`src/rtl/id_ex_operand_stage.sv`:
```
// ID/EX pipeline register with MEM/WB operand forwarding and load-use detect.
// Optional macro EX_FORWARD_EN enables forwarding and stall refresh.
module id_ex_operand_stage #(
   parameter int          XLEN     = 32,
   parameter logic [31:0] NOP_INST = 32'h00000013
) (
   input  logic            clk,
   input  logic            reset_n,
   input  logic            id_valid,
   input  logic [31:0]     id_pc,
   input  logic [31:0]     id_inst,
   input  logic [4:0]      id_rs1,
   input  logic [4:0]      id_rs2,
   input  logic [4:0]      id_rd,
   input  logic [XLEN-1:0] id_rs1_data,
   input  logic [XLEN-1:0] id_rs2_data,
   input  logic [XLEN-1:0] id_imm,
   input  logic [1:0]      id_alu_op,
   input  logic            id_alu_src,
   input  logic            id_reg_write,
   input  logic            id_mem_read,
   input  logic            id_mem_write,
   input  logic            id_mem_to_reg,
   input  logic            stall,
   input  logic            flush,
   input  logic            mem_reg_write,
   input  logic [4:0]      mem_rd,
   input  logic [XLEN-1:0] mem_fwd_data,
   input  logic            wb_reg_write,
   input  logic [4:0]      wb_rd,
   input  logic [XLEN-1:0] wb_write_data,
   output logic            ex_valid,
   output logic [31:0]     ex_pc,
   output logic [31:0]     ex_inst,
   output logic [4:0]      ex_rd,
   output logic [1:0]      ex_alu_op,
   output logic            ex_reg_write,
   output logic            ex_mem_read,
   output logic            ex_mem_write,
   output logic            ex_mem_to_reg,
   output logic [XLEN-1:0] ex_alu_in_1,
   output logic [XLEN-1:0] ex_alu_in_2,
   output logic [XLEN-1:0] ex_store_data,
   output logic            load_use_hazard
);

   logic            valid_q, valid_d;
   logic [31:0]     pc_q, pc_d;
   logic [31:0]     inst_q, inst_d;
   logic [4:0]      rs1_q, rs1_d;
   logic [4:0]      rs2_q, rs2_d;
   logic [4:0]      rd_q, rd_d;
   logic [XLEN-1:0] rs1_data_q, rs1_data_d;
   logic [XLEN-1:0] rs2_data_q, rs2_data_d;
   logic [XLEN-1:0] imm_q, imm_d;
   logic [1:0]      alu_op_q, alu_op_d;
   logic            alu_src_q, alu_src_d;
   logic            reg_write_q, reg_write_d;
   logic            mem_read_q, mem_read_d;
   logic            mem_write_q, mem_write_d;
   logic            mem_to_reg_q, mem_to_reg_d;
   logic [XLEN-1:0] op1, op2;
   logic            haz_src;

`ifdef EX_FORWARD_EN
   localparam bit FwdEn = 1'b1;

   function automatic logic [XLEN-1:0] fwd(
      input logic [4:0]      rs,
      input logic [XLEN-1:0] data
   );
      if (rs == 5'd0)
         return data;
      else if (mem_reg_write && mem_rd == rs)
         return mem_fwd_data;
      else if (wb_reg_write && wb_rd == rs)
         return wb_write_data;
      else
         return data;
   endfunction

   assign op1     = fwd(rs1_q, rs1_data_q);
   assign op2     = fwd(rs2_q, rs2_data_q);
   assign haz_src = mem_read_q;
`else
   localparam bit FwdEn = 1'b0;
   logic unused_fwd;

   assign unused_fwd = ^{mem_reg_write, mem_rd, mem_fwd_data};
   assign op1        = rs1_data_q;
   assign op2        = rs2_data_q;
   assign haz_src    = reg_write_q;
`endif

   // Next-state selection: flush or empty ID gives a bubble, stall holds.
   always_comb begin
      valid_d      = valid_q;
      pc_d         = pc_q;
      inst_d       = inst_q;
      rs1_d        = rs1_q;
      rs2_d        = rs2_q;
      rd_d         = rd_q;
      rs1_data_d   = rs1_data_q;
      rs2_data_d   = rs2_data_q;
      imm_d        = imm_q;
      alu_op_d     = alu_op_q;
      alu_src_d    = alu_src_q;
      reg_write_d  = reg_write_q;
      mem_read_d   = mem_read_q;
      mem_write_d  = mem_write_q;
      mem_to_reg_d = mem_to_reg_q;
      if (flush || (!stall && !id_valid)) begin
         valid_d      = 1'b0;
         pc_d         = '0;
         inst_d       = NOP_INST;
         rs1_d        = '0;
         rs2_d        = '0;
         rd_d         = '0;
         rs1_data_d   = '0;
         rs2_data_d   = '0;
         imm_d        = '0;
         alu_op_d     = '0;
         alu_src_d    = 1'b0;
         reg_write_d  = 1'b0;
         mem_read_d   = 1'b0;
         mem_write_d  = 1'b0;
         mem_to_reg_d = 1'b0;
      end else if (stall) begin
         if (FwdEn && wb_reg_write && wb_rd != 5'd0) begin
            if (wb_rd == rs1_q) rs1_data_d = wb_write_data;
            if (wb_rd == rs2_q) rs2_data_d = wb_write_data;
         end
      end else begin
         valid_d      = 1'b1;
         pc_d         = id_pc;
         inst_d       = id_inst;
         rs1_d        = id_rs1;
         rs2_d        = id_rs2;
         rd_d         = id_rd;
         rs1_data_d   = id_rs1_data;
         rs2_data_d   = id_rs2_data;
         imm_d        = id_imm;
         alu_op_d     = id_alu_op;
         alu_src_d    = id_alu_src;
         reg_write_d  = id_reg_write;
         mem_read_d   = id_mem_read;
         mem_write_d  = id_mem_write;
         mem_to_reg_d = id_mem_to_reg;
      end
   end

   // ID/EX register with synchronous active-low reset.
   always_ff @(posedge clk) begin
      if (!reset_n) begin
         valid_q      <= 1'b0;
         pc_q         <= '0;
         inst_q       <= NOP_INST;
         rs1_q        <= '0;
         rs2_q        <= '0;
         rd_q         <= '0;
         rs1_data_q   <= '0;
         rs2_data_q   <= '0;
         imm_q        <= '0;
         alu_op_q     <= '0;
         alu_src_q    <= 1'b0;
         reg_write_q  <= 1'b0;
         mem_read_q   <= 1'b0;
         mem_write_q  <= 1'b0;
         mem_to_reg_q <= 1'b0;
      end else begin
         valid_q      <= valid_d;
         pc_q         <= pc_d;
         inst_q       <= inst_d;
         rs1_q        <= rs1_d;
         rs2_q        <= rs2_d;
         rd_q         <= rd_d;
         rs1_data_q   <= rs1_data_d;
         rs2_data_q   <= rs2_data_d;
         imm_q        <= imm_d;
         alu_op_q     <= alu_op_d;
         alu_src_q    <= alu_src_d;
         reg_write_q  <= reg_write_d;
         mem_read_q   <= mem_read_d;
         mem_write_q  <= mem_write_d;
         mem_to_reg_q <= mem_to_reg_d;
      end
   end

   assign ex_valid        = valid_q;
   assign ex_pc           = pc_q;
   assign ex_inst         = inst_q;
   assign ex_rd           = rd_q;
   assign ex_alu_op       = alu_op_q;
   assign ex_reg_write    = reg_write_q;
   assign ex_mem_read     = mem_read_q;
   assign ex_mem_write    = mem_write_q;
   assign ex_mem_to_reg   = mem_to_reg_q;
   assign ex_alu_in_1     = op1;
   assign ex_alu_in_2     = alu_src_q ? imm_q : op2;
   assign ex_store_data   = op2;
   assign load_use_hazard = reset_n && valid_q && haz_src
                         && rd_q != 5'd0 && id_valid
                         && (rd_q == id_rs1 || rd_q == id_rs2);

endmodule

```
`config.mk`:
```
export PLATFORM = sky130hd
export DESIGN_NAME = id_ex_operand_stage
export DESIGN_NICKNAME = d
export VERILOG_FILES = /design/src/rtl/id_ex_operand_stage.sv
export SDC_FILE = /design/constraint.sdc
export NUM_CORES = 1
export LEC_CHECK = 0
export BUFFER_PORTS_ARGS = -buffer_cell sky130_fd_sc_hd__buf_2
export CORE_AREA = 4 4 168 170
export DETAILED_ROUTE_END_ITERATION = 16
export DIE_AREA = 0 0 172 174
export PLACE_DENSITY_LB_ADDON = 0.1
export SYNTH_ARGS = -nofsm -noshare
export SYNTH_HDL_FRONTEND = slang
export SYNTH_SLANG_ARGS = --single-unit
```
`constraint.sdc`:
```
create_clock -name clk -period 2.9 [get_ports clk]
set_clock_uncertainty 0.15 [all_clocks]
set_input_delay 0.145 -clock clk [delete_from_list [all_inputs] [get_ports clk]]
set_output_delay 0.145 -clock clk [all_outputs]
set_load 0.01 [all_outputs]
```
==> impl_metrics.env, run 1 <==
export IMPL_outcome="complete, no violations"
export IMPL_syn_inst=614
export IMPL_yosysMostFrequentCell="dfxtp_1"
export IMPL_post_place_ws_ps=1113
export IMPL_root_buffer="clkbuf_16"
export IMPL_endpoint_kind="primary output"
export IMPL_switching_share=0.2544
export IMPL_avgViaCountPerCell=4.103
export IMPL_max_cap_viol_count=0
export IMPL_portBuffers=359
export IMPL_crit_family="flip-flops"
export IMPL_gr_usage_all_layers=0.1424
export IMPL_die_area_um2=29930
export IMPL_routed_wl_um=22040
export IMPL_fmax_ghz=0.4873
export IMPL_regArea_um2=3463
export IMPL_period_share=0.7077
export IMPL_timing_final_max_slew_violations=0
export IMPL_wl_per_cell_um=14.89
export IMPL_diodes=0
export IMPL_clock_path_buffers=2
export IMPL_yosys_top_cells_count="dfxtp_1, nor2_1, mux2i_1"
export IMPL_clk_pin_slew_ps=70
export IMPL_initial_core_util=0.2521
export IMPL_rsz0062_at_grt="false"
export IMPL_drt_initial_drc_count=269
export IMPL_synth_cell_types=18
export IMPL_hp_class="input port to flop"
export IMPL_cp_arrival_ps=1760
export IMPL_p_sw_mw=1.399
export IMPL_area_delta_synth_final_pct=63.08
export IMPL_pwr_share_comb=0.135
export IMPL_cts_tree="built"
export IMPL_dpl_cell_area_um2=8695
export IMPL_synthFlopType="dfxtp_1"
export IMPL_setup_tns_ps=0
export IMPL_grt_antenna_before_repair=0
export IMPL_r2r_start="alu_src_q"
export IMPL_final_nets=1390
export IMPL_yosysTopAreaCell="dfxtp_1"
export IMPL_dp_hpwl_um=15080
export IMPL_cp_slowest_cell="dfxtp_1"
export IMPL_fin_ws_ps=847.7
export IMPL_p_int_mw=4.101
export IMPL_fill_cells=2662
export IMPL_synthArstFlopShare=0
export IMPL_grt_ovfl_total=0
export IMPL_cp_max_fo=5
export IMPL_drt_antenna_violating_nets=0
export IMPL_htreeDepth=4
export IMPL_start_kind="flop"
export IMPL_drt_first_pass_iters=4
export IMPL_max_stage_delay_ps=480
export IMPL_rows=60
export IMPL_min_delay_start="stall"
export IMPL_cp_cell_sequence="xor2_1, nor3_1, nand3_1, a221oi_2, buf_2"
export IMPL_clock_sinks=173
export IMPL_reg2reg_slack_ps=1700
export IMPL_synthTopCellsByArea="dfxtp_1, mux2i_1, nor2_1"
export IMPL_grt_pass1_vias=6380
export IMPL_stdcell_area_um2=10990
export IMPL_grt_pass1_wl_um=34160
export IMPL_post_cts_resize_count=0
export IMPL_seq_area_frac_synth=0.5140
export IMPL_die_w_um=172
export IMPL_irDropWorstVdd_v=0.0002645
export IMPL_final_setup_viol_count=0
export IMPL_coreArea_um2=26730
export IMPL_crit_buf_inv=1
export IMPL_multi_input_area_um2=2895
export IMPL_crit_path_start="ex_rd[0]"
export IMPL_synth_top_cell_area_share=0.5140
export IMPL_grt_max_degree=103
export IMPL_syn_avg_cell_area_um2=10.97
export IMPL_final_layout_size_suffix_gt1_frac=0.3766
export IMPL_slew_headroom=0.6283
export IMPL_yosys_register_bits=173
export IMPL_hold_buffers=172
export IMPL_cts_setup_buffers=0
export IMPL_vias=6073
export IMPL_ys_warn_count=0
export IMPL_synth_edf_count=0
export IMPL_netlist_area_um2=6738
export IMPL_period_needed_ps=2052
export IMPL_die_y_um=174
export IMPL_worstSkewPairLatency_ps=420
export IMPL_num_io_pins=436
export IMPL_post_route_drc_count=0
export IMPL_numCtsBuffers=17
export IMPL_globalplace_congestion=0.7013
export IMPL_tightest_slew_ps=557.5
export IMPL_p_per_area_nw_per_um2=500.6
export IMPL_seqPwrFrac=0.450
export IMPL_finalHoldViolations=0
export IMPL_leakagePower_nw=5.530
export IMPL_worstPathRequired_ps=2610
export IMPL_critical_path_class="flop to primary output"
export IMPL_pwr_share_clk=0.415
export IMPL_syn_nets=877
[placed cells by master, fill, tap and decap left out, types with 6 or more instances in the layout]
cell type,netlist,final
buf_2,4,358
clkbuf_16,0,17
dfxtp_1,173,173
dlygate4sd3_1,0,172
mux2_2,32,32
mux2i_1,169,169
nor2_1,170,170
xor2_1,6,6
[worst paths after layout]
| path | endpoint | depth (start not counted) |
|---|---|---|
| worst max-delay path | load_use_hazard | 5 |
| worst min-delay path | ex_valid | 2 |
| worst max register to register | alu_src_q | 3 |
| worst min register to register | ex_inst[1] | 1 |
[stage by stage]
| stage | util | std cells | power (mW) | hold slack (ps) |
|---|---|---|---|---|
| after floorplan | - | 614 | 2.866 | 138.9 |
| after global placement | 0.3253 | 1277 | 3.092 | 221.8 |
| after detailed placement | 0.3253 | 1277 | 3.094 | 230.6 |
| after CTS | 0.4111 | 1480 | 5.624 | 13.60 |
| after global routing | 0.4111 | 1480 | 5.785 | 34.79 |
| final | 0.4111 | 1480 | 5.500 | 34.10 |
[layout make-up]
| type | count | area share |
|---|---|---|
| Clock buffer | 19 | 0.04031 |
| Clock inverter | 12 | 0.01173 |
| Inverter | 2 | 0.0006832 |
| Multi-Input combinational cell | 396 | 0.2635 |
| Sequential cell | 173 | 0.3152 |
| Tap cell | 341 | 0.03883 |
| Timing Repair Buffer | 537 | 0.3298 |
[power groups by stage]
stage          clock network [mW]  registers (mW)  logic (mW)
6_report                     2.28            2.48       0.741
5_1_grt                      2.49            2.49       0.811
4_1_cts                      2.40            2.48       0.750
3_5_place_dp                    0            2.53       0.561
3_3_place_gp                    0            2.53       0.560
2_1_floorplan                   0            2.55       0.312
[logic make-up after synthesis]
kind of cell    Yosys count  synth area share
compound gates            6          0.008727
flops                   173            0.5140
simple gates            179            0.1021
mux                     201            0.3045
xor+xnor                 10           0.01300
buf+inv                  45           0.05757
[layer usage]
metal	up-vias	track usage	share of wire
met1	2768	0.1656	0.41
met2	213	0.2464	0.50
met5	-	0	0
met3	19	0.04821	0.076
li1	3073	-	-
met4	0	0.04258	0.016
Power figures use the tool's default switching activity.
==> inputs of run 2 (changes only) <==
--- a/config.mk
+++ b/config.mk
@@ -6,9 +6,9 @@
 export NUM_CORES = 1
 export LEC_CHECK = 0
 export BUFFER_PORTS_ARGS = -buffer_cell sky130_fd_sc_hd__buf_2
-export CORE_AREA = 4 4 168 170
+export CORE_AREA = 4 4 166 168
 export DETAILED_ROUTE_END_ITERATION = 16
-export DIE_AREA = 0 0 172 174
+export DIE_AREA = 0 0 170 172
 export PLACE_DENSITY_LB_ADDON = 0.1
 export SYNTH_ARGS = -nofsm -noshare
 export SYNTH_HDL_FRONTEND = slang
==> constraint.sdc (replaced) <==
create_clock -name clk -period 2.08 [get_ports clk]
set_clock_uncertainty 0.15 [all_clocks]
set_input_delay 0.104 -clock clk [delete_from_list [all_inputs] [get_ports clk]]
set_output_delay 0.104 -clock clk [all_outputs]
set_load 0.01 [all_outputs]
==> impl_metrics.env, run 2 (synthesized netlist as in run 1, its figures left out) <==
export IMPL_hp_class="input port to flop"
export IMPL_leakagePower_nw=5.642
export IMPL_cts_tree="built"
export IMPL_fin_ws_ps=177.8
export IMPL_post_place_ws_ps=541.1
export IMPL_power_total_mw=7.844
export IMPL_numCtsBuffers=17
export IMPL_holdPathStages=4
export IMPL_rsz0062_at_grt="false"
export IMPL_cp_max_fo=5
export IMPL_cp_arrival_ps=1650
export IMPL_root_buffer="clkbuf_16"
export IMPL_fin_util=0.4356
export IMPL_post_route_drc_count=0
export IMPL_drt_antenna_violating_nets=0
export IMPL_grt_max_degree=82
export IMPL_drt_first_pass_iters=4
export IMPL_dp_hpwl_um=15200
export IMPL_p_per_area_nw_per_um2=694.9
export IMPL_max_cap_viol_count=0
export IMPL_grt_pass1_wl_um=35020
export IMPL_seqPwrFrac=0.440
export IMPL_rows=59
export IMPL_reg2reg_slack_ps=740
export IMPL_crit_path_start="ex_rd[1]"
export IMPL_stdcell_area_um2=11290
export IMPL_final_setup_viol_count=0
export IMPL_outcome="complete, no violations"
export IMPL_place_inst=1274
export IMPL_die_y_um=172
export IMPL_die_w_um=170
export IMPL_start_kind="flop"
export IMPL_p_sw_mw=1.935
export IMPL_critPathCapture="load_use_hazard"
export IMPL_worstPathRequired_ps=1830
export IMPL_htreeDepth=4
export IMPL_critical_path_class="flop to primary output"
export IMPL_wl_met3_um=1691
export IMPL_grt_pass1_vias=6530
export IMPL_switching_share=0.2468
export IMPL_final_cell_mix="buf_2, dlygate4sd3_1, dfxtp_1"
export IMPL_clk_pin_slew_ps=70
export IMPL_avgViaCountPerCell=4.097
export IMPL_clock_path_buffers=2
export IMPL_cts_setup_buffers=0
export IMPL_pwr_share_clk=0.421
export IMPL_vias=6150
export IMPL_globalplace_congestion=0.7520
export IMPL_grt_ovfl_total=0
export IMPL_drt_initial_drc_count=226
export IMPL_coreArea_um2=25910
export IMPL_finalHoldViolations=0
export IMPL_die_area_um2=29240
export IMPL_num_io_pins=436
export IMPL_portBuffers=359
export IMPL_r2r_cells=3
export IMPL_timing_hold_ws_ps=126.1
export IMPL_clock_sinks=173
export IMPL_endpoint_kind="primary output"
export IMPL_slew_headroom=0.7092
export IMPL_setup_tns_ps=0
export IMPL_fin_cells=1501
export IMPL_period_share=0.9145
export IMPL_pwr_share_comb=0.138
export IMPL_wl_met2_um=11150
export IMPL_rr_endpoint="ex_store_data[24]"
export IMPL_final_nets=1416
export IMPL_final_common_cell="buf_2"
export IMPL_worstSkewPairLatency_ps=410
export IMPL_wl_per_cell_um=14.91
export IMPL_initial_core_util=0.2600
export IMPL_p_int_mw=5.908
export IMPL_routed_wl_um=22370
export IMPL_period_needed_ps=1902
export IMPL_grt_antenna_before_repair=1
export IMPL_r2r_start="ex_store_data[24]"
export IMPL_timing_final_max_slew_violations=0
export IMPL_highest_layer="met4"
export IMPL_tightest_slew_ps=436.1
export IMPL_irDropWorstVdd_v=0.0003424
export IMPL_gr_usage_all_layers=0.1490
export IMPL_met1_length_um=9219
export IMPL_fmax_ghz=0.5257
export IMPL_final_layout_size_suffix_gt1_frac=0.3742
export IMPL_dpl_cell_area_um2=8722
export IMPL_area_delta_synth_final_pct=67.52
[run 2: cell count changes in the layout (fill, tap and decap cells not counted), sizes merged]
cell	change
buf	+3
bufinv	+1
clkinv	+2
clkinvlp	-2
diode	+1
dlygate4sd3	+23
inv	-1
[run 2: power by group through the flow]
stage               combinational (mW)  clock, mW  sequential [mW]
floorplan                        0.435          0             3.56
global placement                 0.788          0             3.53
detailed placement               0.787          0             3.53
CTS                               1.09       3.46             3.45
global route                      1.19       3.60             3.47
finish                            1.08       3.31             3.45
[run 2: layout make-up]
class	instances	area, um^2
diodes	1	2.502
clock buffers	19	452.9
clock inverters	12	150.1
fillers	2561	14620
inverters	2	7.507
multi-input cells	396	2900
flip-flops and latches	173	3466
well taps	335	419.2
repair buffers	563	3889
[run 2: layer usage]
layer  GRT usage  up-vias
met5           0        -
met4     0.04549        0
met3     0.04275       17
met2      0.2619      202
met1      0.1768     2797
li1            -     3134
[run 2: worst min path at each step]
| stage | slack [ps] | to | start |
|---|---|---|---|
| after detailed placement | 190 | ex_alu_in_1[19] | id_rs1_data[19] |
| after global routing | 160 | ex_pc[8] | reset_n |
| after floorplan | 100 | alu_src_q | id_alu_src |
| after global placement | 180 | ex_pc[16] | id_pc[16] |
| after CTS | 130 | ex_pc[0] | reset_n |
| final | 130 | ex_alu_in_1[21] | reset_n |
[run 2: critical path, cell delays in order, from the launching register on]
cell and delay, ps:
dfxtp_2 350, xor2_1 160, nor3_1 190, nand3_1 100, a221oi_2 260, buf_2 180
[run 2: repair_timing]
item | 4_1_cts | 5_1_grt
endpoints found under the hold margin | 173 | 0
hold buffers | 195 | 0
endpoints found under the setup margin | 0 | 1
gates resized for setup | 0 | 3
==> inputs of run 3 (changes only) <==
--- a/config.mk
+++ b/config.mk
@@ -6,9 +6,9 @@
 export NUM_CORES = 1
 export LEC_CHECK = 0
 export BUFFER_PORTS_ARGS = -buffer_cell sky130_fd_sc_hd__buf_2
-export CORE_AREA = 4 4 166 168
+export CORE_AREA = 3 3 170 172
 export DETAILED_ROUTE_END_ITERATION = 16
-export DIE_AREA = 0 0 170 172
+export DIE_AREA = 0 0 173 175
 export PLACE_DENSITY_LB_ADDON = 0.1
 export SYNTH_ARGS = -nofsm -noshare
 export SYNTH_HDL_FRONTEND = slang
==> impl_metrics.env, run 3 (synthesized netlist as in run 1, its figures left out) <==
export IMPL_outcome="complete, no violations"
export IMPL_hp_class="input port to flop"
export IMPL_die_area_um2=30280
export IMPL_initial_core_util=0.2439
export IMPL_highest_layer="met4"
export IMPL_met1_length_um=9107
export IMPL_crit_path_start="ex_rd[1]"
export IMPL_r2r_cells=2
export IMPL_regArea_um2=3465
export IMPL_dp_hpwl_um=15080
export IMPL_cp_cell_sequence="xor2_1, nor3_1, nand3_1, a221oi_2, buf_2"
export IMPL_rr_endpoint="ex_inst[4]"
export IMPL_p_per_area_nw_per_um2=693.4
export IMPL_wl_met3_um=1565
export IMPL_wl_met2_um=11260
export IMPL_max_cap_viol_count=0
export IMPL_root_buffer="clkbuf_16"
export IMPL_critical_path_class="flop to primary output"
export IMPL_fmax_ghz=0.5065
export IMPL_fin_util=0.4089
export IMPL_r2r_start="ex_inst[4]"
export IMPL_gr_usage_all_layers=0.1452
export IMPL_setup_tns_ps=0
export IMPL_min_delay_start="reset_n"
export IMPL_cp_arrival_ps=1720
export IMPL_area_delta_synth_final_pct=67.69
export IMPL_clock_path_buffers=2
export IMPL_tightest_slew_ps=559.0
export IMPL_grt_pass1_wl_um=35470
export IMPL_avgViaCountPerCell=4.021
export IMPL_post_route_drc_count=0
export IMPL_timing_final_max_slew_violations=0
export IMPL_final_common_cell="buf_2"
export IMPL_num_io_pins=436
export IMPL_max_stage_delay_ps=360
export IMPL_cts_tree="built"
export IMPL_rsz0062_at_grt="false"
export IMPL_worstSkewPairLatency_ps=420
export IMPL_clock_sinks=173
export IMPL_fill_cells=2823
export IMPL_irDropWorstVdd_v=0.0003529
export IMPL_grt_ovfl_total=0
export IMPL_wl_per_cell_um=14.44
export IMPL_vias=6192
export IMPL_period_share=0.9492
export IMPL_coreArea_um2=27630
export IMPL_routed_wl_um=22230
export IMPL_die_w_um=173
export IMPL_cp_max_fo=5
export IMPL_cp_slowest_cell="dfxtp_1"
export IMPL_leakagePower_nw=5.628
export IMPL_rows=61
export IMPL_die_y_um=175
export IMPL_htreeDepth=4
export IMPL_slew_headroom=0.6274
export IMPL_drt_initial_drc_count=163
export IMPL_holdPathEnd="ex_inst[19]"
export IMPL_portBuffers=359
export IMPL_final_cell_mix="buf_2, dlygate4sd3_1, dfxtp_1"
export IMPL_grt_pass1_vias=6439
export IMPL_holdPathStages=4
export IMPL_final_nets=1412
export IMPL_numCtsBuffers=17
export IMPL_drt_antenna_violating_nets=0
export IMPL_diodes=0
export IMPL_worstPathRequired_ps=1830
export IMPL_start_kind="flop"
export IMPL_period_needed_ps=1974
export IMPL_final_layout_size_suffix_gt1_frac=0.3735
export IMPL_clk_pin_slew_ps=70
export IMPL_multi_input_area_um2=2895
export IMPL_drt_first_pass_iters=4
export IMPL_reg2reg_slack_ps=680
export IMPL_crit_family="flip-flops"
export IMPL_endpoint_kind="primary output"
export IMPL_crit_buf_inv=1
export IMPL_globalplace_congestion=0.7089
export IMPL_grt_max_degree=73
export IMPL_finalHoldViolations=0
export IMPL_final_setup_viol_count=0
export IMPL_grt_antenna_before_repair=0
==> run 3: cell type report <==
cell class / instances / area share
clock buffers: 18 / 0.03887
well taps: 378 / 0.04186
flip-flops and latches: 173 / 0.3066
repair buffers: 559 / 0.3409
clock inverters: 14 / 0.01484
multi-input cells: 396 / 0.2563
inverters: 2 / 0.0006645
==> run 3: worst max path at each step <==
stage,end,slack [ps],cells past startpoint
after global routing,load_use_hazard,9,5
final,load_use_hazard,110,5
after floorplan,load_use_hazard,680,4
after CTS,ex_inst[4],50,6
after global placement,load_use_hazard,540,5
after detailed placement,load_use_hazard,530,5
==> run 3: stage by stage <==
stage	power [mW]	setup WS (ps)	cell area [um^2]	hold slack, ps	cells
final	7.834	105.7	11300	126.3	1540
after global routing	8.220	9.010	11300	135.6	1540
after CTS	8.030	47.97	11310	117.9	1541
after detailed placement	4.316	534.1	8768	191.0	1316
after global placement	4.317	539.3	8768	181.1	1316
after floorplan	3.997	684.4	6738	97.94	614
==> run 3: metal layers <==
layer	GRT usage	vias to the layer above
met5	0	-
met1	0.1652	2856
li1	-	3124
met4	0.03986	0
met2	0.2583	197
met3	0.05085	15
==> run 3: power by group <==
group	internal (mW)	total [mW]	switching, mW
sequential	3.40	3.45	0.0508
clock	1.76	3.31	1.55
combinational	0.632	1.07	0.441
==> run 3: repair_timing <==
item                                   CTS  global route
endpoints found under the hold margin  173             0
setup endpoints to repair                0             2
gates resized for setup                  0             1
hold buffers                           193             0
setup buffers                            0             0
==> run 3: tightest hold or removal path: cells and delay by family <==
kind	cells	cell delay, ps
compound gates	1	110
buf+inv	2	320
simple gates	1	120
